===== src/rtl/ucsbece154b_fifo_pkg.sv =====
// Shared types and helpers for the FIFO read-side adapter.
package ucsbece154b_fifo_pkg;

   localparam int unsigned DATA_WIDTH_DEF = 32;

   function automatic int unsigned occ_width(input int unsigned depth);
      return $clog2(depth + 1);
   endfunction

   typedef struct packed {
      logic [DATA_WIDTH_DEF-1:0] data;
      logic                      valid;
   } stream_t;

endpackage


===== src/rtl/ucsbece154b_skid_buf.sv =====
// Circular skid storage: one write and one read per cycle, occupancy counter,
// synchronous clear that drops everything buffered.
module ucsbece154b_skid_buf
   import ucsbece154b_fifo_pkg::*;
#(
   parameter int unsigned DATA_WIDTH = DATA_WIDTH_DEF,
   parameter int unsigned DEPTH      = 2,
   localparam int unsigned OW        = occ_width(DEPTH),
   localparam int unsigned PW        = (DEPTH > 1) ? $clog2(DEPTH) : 1
) (
   input  logic                  clk_i,
   input  logic                  rst_i,
   input  logic                  clr_i,
   input  logic                  wr_en_i,
   input  logic [DATA_WIDTH-1:0] wr_data_i,
   input  logic                  rd_en_i,
   output logic [DATA_WIDTH-1:0] rd_data_o,
   output logic [OW-1:0]         occ_o
);

   logic [DATA_WIDTH-1:0] mem_q [DEPTH];
   logic [PW-1:0]         wr_ptr_q, rd_ptr_q;
   logic [OW-1:0]         occ_q;

   function automatic logic [PW-1:0] next_ptr(input logic [PW-1:0] p);
      return (p == PW'(DEPTH - 1)) ? '0 : p + PW'(1);
   endfunction

   always_ff @(posedge clk_i or posedge rst_i) begin
      if (rst_i) begin
         wr_ptr_q <= '0;
         rd_ptr_q <= '0;
         occ_q    <= '0;
      end else if (clr_i) begin
         wr_ptr_q <= '0;
         rd_ptr_q <= '0;
         occ_q    <= '0;
      end else begin
         if (wr_en_i) wr_ptr_q <= next_ptr(wr_ptr_q);
         if (rd_en_i) rd_ptr_q <= next_ptr(rd_ptr_q);
         occ_q <= occ_q + OW'(wr_en_i) - OW'(rd_en_i);
      end
   end

   // Payload needs no reset; a clear only has to forget it via the pointers.
   always_ff @(posedge clk_i) begin
      if (wr_en_i && !clr_i) mem_q[wr_ptr_q] <= wr_data_i;
   end

   always_ff @(posedge clk_i) begin
      if (!rst_i && !clr_i) begin
         assert (!(wr_en_i && !rd_en_i && occ_q == OW'(DEPTH)));
         assert (!(rd_en_i && occ_q == '0));
      end
   end

   assign rd_data_o = mem_q[rd_ptr_q];
   assign occ_o     = occ_q;

endmodule


===== src/rtl/ucsbece154b_fifo_reader.sv =====
// FIFO read adapter: credit-based pops absorb the FIFO's one-cycle read
// latency in a skid buffer and present a valid/ready stream downstream.
module ucsbece154b_fifo_reader
   import ucsbece154b_fifo_pkg::*;
#(
   parameter int unsigned DATA_WIDTH = DATA_WIDTH_DEF,
   parameter int unsigned SKID_DEPTH = 2
) (
   input  logic                             clk_i,
   input  logic                             rst_i,
   input  logic [DATA_WIDTH-1:0]            fifo_data_i,
   input  logic                             fifo_valid_i,
   output logic                             fifo_pop_o,
   input  logic                             flush_i,
   output logic [DATA_WIDTH-1:0]            out_data_o,
   output logic                             out_valid_o,
   input  logic                             out_ready_i,
   output logic [occ_width(SKID_DEPTH)-1:0] occupancy_o
);

   localparam int unsigned OW = occ_width(SKID_DEPTH);

   if (SKID_DEPTH < 2) begin : g_depth_chk
      $error("SKID_DEPTH must be >= 2 for full throughput");
   end

   logic          inflight_q, inflight_d;
   logic          consume;
   logic [OW-1:0] occ;
   logic [OW:0]   credit;

   assign out_valid_o = (occ != '0);
   assign consume     = out_valid_o && out_ready_i;

   // Slots committed after this edge: buffered + arriving - leaving.
   assign credit     = {1'b0, occ} + (OW+1)'(inflight_q) - (OW+1)'(consume);
   assign fifo_pop_o = fifo_valid_i && !flush_i && !rst_i &&
                       (credit < (OW+1)'(SKID_DEPTH));
   assign inflight_d = fifo_pop_o;

   // Pop is already suppressed during flush, so inflight clears with it.
   always_ff @(posedge clk_i or posedge rst_i) begin
      if (rst_i) inflight_q <= 1'b0;
      else       inflight_q <= inflight_d;
   end

   ucsbece154b_skid_buf #(
      .DATA_WIDTH (DATA_WIDTH),
      .DEPTH      (SKID_DEPTH)
   ) u_skid (
      .clk_i     (clk_i),
      .rst_i     (rst_i),
      .clr_i     (flush_i),
      .wr_en_i   (inflight_q),
      .wr_data_i (fifo_data_i),
      .rd_en_i   (consume),
      .rd_data_o (out_data_o),
      .occ_o     (occ)
   );

   assign occupancy_o = occ;

endmodule


===== config.mk =====
export PLATFORM = sky130hd
export DESIGN_NAME = ucsbece154b_fifo_reader
export DESIGN_NICKNAME = d
export VERILOG_FILES = /design/src/rtl/ucsbece154b_fifo_pkg.sv /design/src/rtl/ucsbece154b_skid_buf.sv /design/src/rtl/ucsbece154b_fifo_reader.sv
export SDC_FILE = /design/constraint.sdc
export NUM_CORES = 1
export LEC_CHECK = 0
export ABC_CLOCK_PERIOD_IN_PS = 10000
export BUFFER_PORTS_ARGS = -buffer_cell sky130_fd_sc_hd__buf_2
export CAP_MARGIN = 15
export CELL_PAD_IN_SITES_DETAIL_PLACEMENT = 1
export CELL_PAD_IN_SITES_GLOBAL_PLACEMENT = 2
export CORE_MARGIN = 2
export CORE_UTILIZATION = 40
export DETAILED_ROUTE_END_ITERATION = 12
export HOLD_SLACK_MARGIN = 0.02
export PLACE_DENSITY = 0.9
export SLEW_MARGIN = 20
export SYNTH_ARGS = -nofsm -noshare
export SYNTH_HDL_FRONTEND = slang
export SYNTH_SLANG_ARGS = --single-unit

===== constraint.sdc =====
create_clock -name clk_i -period 10 [get_ports clk_i]
set_clock_uncertainty 0.1 [all_clocks]
set_input_delay 0.5 -clock clk_i [delete_from_list [all_inputs] [get_ports clk_i]]
set_output_delay 0.5 -clock clk_i [all_outputs]
set_load 0.01 [all_outputs]

# [Word-level counts from Yosys, hierarchy flattened]
# Memories as Yosys holds them, arrays and structs flattened.
# Index checks and enable logic that the tools add are counted.
# Widths: inputs -> output; s select.
[classes] bitwise=0 order_cmp=1 n_reduce_logical=10 n_mul=0 mux=9 add_sub_neg=6 n_div=0 shift=0 n_eq_ne=0
[ops] operator="$mux 1" n=8
[ops] operator="$reduce_bool 2->1" n=3
[ops] operator="$logic_and 1x1->1" n=5
[ops] operator="$add 2x1->3" n=1
[ops] operator="$lt 3x2->1 const B" n=1
[ops] operator="$sub 3x1->3" n=1
[ops] operator="$add 1x1->1 const B" n=2
[ops] operator="$add 2x1->2" n=1
[ops] operator="$logic_not 1->1" n=2
[ops] operator="$mux 2" n=1
[ops] operator="$sub 2x1->2" n=1
[word_totals] regBits=5 ram_bits=64 wordCells=31 latchBits=0 memories=1 mem_bits_ro=0 inputBits=37 out_inout_bits=36
[memory_table] name="u_skid.mem_q" words=2 width=32 rd=1 rd_ports_with_merged_regs=0 write_ports=1 line_no="ucsbece154b_skid_buf.sv:21" source="logic [DATA_WIDTH-1:0] mem_q [DEPTH];"

# [Longest topological paths before layout]
[logic_depth] depth_word=5 ltp_mapped=7 ltp_nobuf=7

# [Hierarchy]
# Synthesis repeated with hierarchy kept, for this count alone.
[hier_totals] hier_cells=129 hier_area_um2=2781.4
[by_module_without_submodules] mod="ucsbece154b_skid_buf" area_per_inst_um2=2672.6 cells_each=118 seq_area_each_um2=2021.9 instances=1
[by_module_without_submodules] mod="ucsbece154b_fifo_reader" area_per_inst_um2=108.9 cells_each=11 seq_area_each_um2=25.0 instances=1

# [Least setup slack after synthesis]
# No wires, ideal clock.
[synth_timing] path_type="input to register" from="input port flush_i" to="memory u_skid.mem_q[0][0] (netlist bit), enable pin" setup_slack_ns=6.529 setup_ns=0.468 n_path_buf=0 stages=1 t_required_ns=9.432 arrival_ns=2.903 cell_sequence="nor3b_1"
[synth_via] elab_chain_cells=4
[synth_lines] item="start, declared" line_no="ucsbece154b_fifo_reader.sv:14" source="input logic flush_i,"
[synth_lines] item="$logic_not 1->1" line_no="ucsbece154b_skid_buf.sv:47" source="if (wr_en_i && !clr_i) mem_q[wr_ptr_q] <= wr_data_i;"
[synth_lines] item="$logic_and 1x1->1" line_no="ucsbece154b_skid_buf.sv:47"
[synth_lines] item="$mux 1" line_no="ucsbece154b_skid_buf.sv:47"
[synth_lines] item="$mux 1 (implied by the code)" line_no="ucsbece154b_skid_buf.sv:47"
[synth_lines] item="end, declared" line_no="ucsbece154b_skid_buf.sv:21"
# No other way between the ends.

# [Worst setup path in the final report]
[layout_timing] from="register u_skid.occ_q[1], in the netlist u_skid.occ_o[1]" to="output port fifo_pop_o"
[layout_via] elab_chain_cells=5 word_cells_on_any_way=6 classes_between="2 x add/sub; 1 x order compare; 3 x reduce/logical"
[layout_lines] item="start, declared" line_no="ucsbece154b_skid_buf.sv:23" source="logic [OW-1:0] occ_q;"
[layout_lines] item="start signal, assigned" line_no="ucsbece154b_skid_buf.sv:41" source="occ_q <= occ_q + OW'(wr_en_i) - OW'(rd_en_i);"
[layout_lines] item="branches (longest 2 deep; another with $add 2x1->3)"
[layout_lines] item="$sub 3x1->3 *" line_no="ucsbece154b_fifo_reader.sv:36" source="assign credit = {1'b0, occ} + (OW+1)'(inflight_q) - (OW+1)'(consume);"
[layout_lines] item="$lt 3x2->1 *" line_no="ucsbece154b_fifo_reader.sv:38" source="(credit < (OW+1)'(SKID_DEPTH));"
[layout_lines] item="$logic_and 1x1->1 *" line_no="ucsbece154b_fifo_reader.sv:37" source="assign fifo_pop_o = fifo_valid_i && !flush_i && !rst_i &&"
[layout_lines] item="end, declared" line_no="ucsbece154b_fifo_reader.sv:13" source="output logic fifo_pop_o,"
# Every way passes the cells marked *.

==> impl_metrics.py <==
metrics = {
    "job": {
        "cap_violations": 0,
    },
    "status": {
        "status": "finished clean",
    },
    "critical_path": {
        "r2r-start": "u_skid.occ_o[1]",
        "ff2ff_setup_slack_ns": 7.90,
        "crit_arrival_ns": 2.37,
        "crit_required_ns": 9.40,
        "cp-end-kind": "primary output",
        "crit_type": "reg -> out",
        "timing.rr.end": "inflight_q",
        "crit_fanout": 4,
        "worst_setup_path_start_kind": "register",
        "ff2ff_path_depth": 7,
    },
    "clock_tree": {
        "cts.htree.levels": 3,
        "post_cts_buffers": 0,
        "cts_hold_buf": 1,
        "cts_tree": "yes",
        "cts_sinks": 69,
        "cts_buffers": 9,
        "path_clk_slew_ns": 0.08,
        "ctsResizeCount": 0,
        "clk_latency_ns": 0.33,
        "cts_root_buf": "clkbuf_8",
        "clk_path_buf_depth": 2,
    },
    "grt": {
        "grt_max_degree": 22,
        "grt_usage_pct": 14.9,
        "antenna_found_initial": 0,
        "grt_pass1_vias": 1574,
        "grt_first_pass_wirelength_um": 7920,
        "globalRouteOverflowTotal": 0,
    },
    "logic_synthesis": {
        "yosysSeqAreaShare_pct": 78.0,
        "synth.distinct_cells": 19,
        "syn_nets": 167,
        "syn_area_sq_mm": 0.00263,
        "synth_cells": 127,
        "synth_area_per_cell_sq_um": 20.7,
        "synth.area.top_cells": "edfxtp_1 73%, mux2_2 13%, dfrtp_1 4.8%",
        "synth_largest_area_cell": "edfxtp_1",
        "synth_top_area_share_pct": 73.2,
        "ys_warn_count": 0,
        "ys_ff_latch": 69,
    },
    "placed_design": {
        "port_buffers": 72,
        "place.detailed.hpwl_um": 3440,
        "place_area_sq_mm": 0.00306,
        "place.gp.congestion": 0.695,
    },
    "cells_and_area": {
        "drive_gt1_share_pct": 57.7,
        "nets": 250,
        "insertedDiodeCount": 0,
        "final_util_pct": 51.8,
        "synthToLayoutAreaGrowth_pct": 25.4,
        "design_area_sq_mm": 0.00329,
        "fillers": 616,
    },
    "floorplan": {
        "die_area_sq_mm": 0.00723,
        "die_y_um": 85.0,
        "core-area_sq_mm": 0.00635,
        "start_util_pct": 41.3,
        "rows": 29,
        "die_width_um": 85.0,
        "ios": 73,
    },
    "route": {
        "routedWlPerCell_um": 16.9,
        "drc": 0,
        "first_pass_iters": 4,
        "ant_nets": 0,
        "vias": 1405,
        "first_iter_violations": 67,
        "vias_per_cell": 4.81,
        "wirelength_um": 4950,
    },
    "sta": {
        "clock.fmax_mhz": 337,
        "period_share_pct": 29.7,
        "finalSetupViolCount": 0,
        "tightest_slew_ns": 0.773,
        "slew_headroom_pct": 48.4,
        "period_needed_ns": 2.97,
        "hold_viol_final": 0,
        "grt_setup_unrepaired": "false",
        "setup_tns_ns": 0,
        "fin_hold_ws_ns": 0.255,
        "slew_viol_final": 0,
    },
    "hold_path": {
        "hold_start": "fifo_data_i[10]",
        "min_path_type": "in -> reg",
        "hold_depth": 1,
        "min_to": "u_skid.mem_q[1][10]",
    },
    "power": {
        "power.density_mw_per_mm2": 230,
        "p_leak_uw": 0.00128,
        "peakVddDrop_mv": 0.127,
    },
}
[registers in the layout, indices dropped and copies added, names as in the netlist]
signal           flops
inflight_q           1
u_skid.mem_q        64
u_skid.wr_ptr_q      1
u_skid.rd_ptr_q      1
u_skid.occ_o         2
[layout by cell type, fill, tap and decap left out, types with 2 or more instances in the layout]
cell type	Yosys	layout
bufinv_16	0	2
clkinv_2	0	2
buf_2	0	72
clkbuf_8	0	9
mux2_4	2	2
dfrtp_1	5	5
and2b_1	2	2
edfxtp_1	64	64
ha_1	2	2
buf_4	0	3
nor2_1	3	3
inv_1	5	5
mux2_2	31	31
[cell families (layout without fill, tap and decap cells)]
kind of cell / count (synthesis) / after routing / synth area share, %
xor gates and xnor gates: 2 / 2 / 0.667
muxes: 33 / 33 / 14.4
and+or+nand+nor: 10 / 10 / 2.34
buffers and inverters: 9 / 97 / 2.57
adders and majority gates: 3 / 3 / 1.72
DFF: 69 / 69 / 78.0
AOI/OAI and AO/OA: 1 / 1 / 0.286
[Yosys cell counts, drive strengths merged]
| cell | number |
|---|---|
| edfxtp | 64 |
| and3b | 1 |
| xnor2 | 1 |
| and2b | 2 |
| dfrtp | 5 |
| fa | 1 |
| and4 | 1 |
| xor2 | 1 |
| mux2 | 33 |
| buf | 4 |
| ha | 2 |
| nor2 | 3 |
| o21a | 1 |
| nor3b | 1 |
| inv | 5 |
| nor2b | 1 |
| nand2 | 1 |
[worst max path at each step]
stage | depth (start not counted) | endpoint | start
2_1_floorplan | 1 | u_skid.mem_q[0][0] | flush_i
3_3_place_gp | 9 | fifo_pop_o | out_ready_i
3_5_place_dp | 9 | fifo_pop_o | out_ready_i
4_1_cts | 8 | fifo_pop_o | u_skid.occ_o[1]
5_1_grt | 8 | fifo_pop_o | u_skid.occ_o[1]
6_report | 8 | fifo_pop_o | u_skid.occ_o[1]
[power by group]
group          leakage [uW]  internal (uW)  total (uW)  switching [uW]
Sequential         0.000645            336         355            19.1
Combinational      0.000527           85.5         163            77.5
Clock              0.000107            139         239            99.9
[layer usage]
metal | vias to the layer above | global-route usage [%] | share of wire (%)
li1 | 652 | - | -
met2 | 55 | 24.3 | 49
met4 | 0 | 7.36 | 1.6
met1 | 688 | 18.5 | 43
met3 | 10 | 3.79 | 6.0
met5 | - | 0 | 0
[layout make-up]
cell class              instances  area [sq um]  share of cell area [%]
flip-flops and latches         69          2050                    62.2
multi-input cells              49           522                    15.9
repair buffers                 76           393                    11.9
clock buffers                   9           124                    3.76
well taps                      77          96.3                    2.93
clock inverters                 7          90.1                    2.74
inverters                       5          18.8                   0.570
[worst max-delay path, cell delays in order, from the launching register on]
cell and delay [ns]:
dfrtp_1 0.43, o21a_1 0.23, ha_1 0.27, inv_1 0.04
ha_1 0.18, fa_1 0.44, nor2_1 0.09, and4_1 0.21
buf_2 0.14
[through the flow]
step	total power, uW	setup slack (ns)	instances
after detailed placement	526	7.29	275
after global placement	522	7.32	275
final	757	7.03	292
after global routing	797	6.86	292
after floorplan	472	6.53	127
after CTS	768	7.00	292
Power figures use the tool's default switching activity.
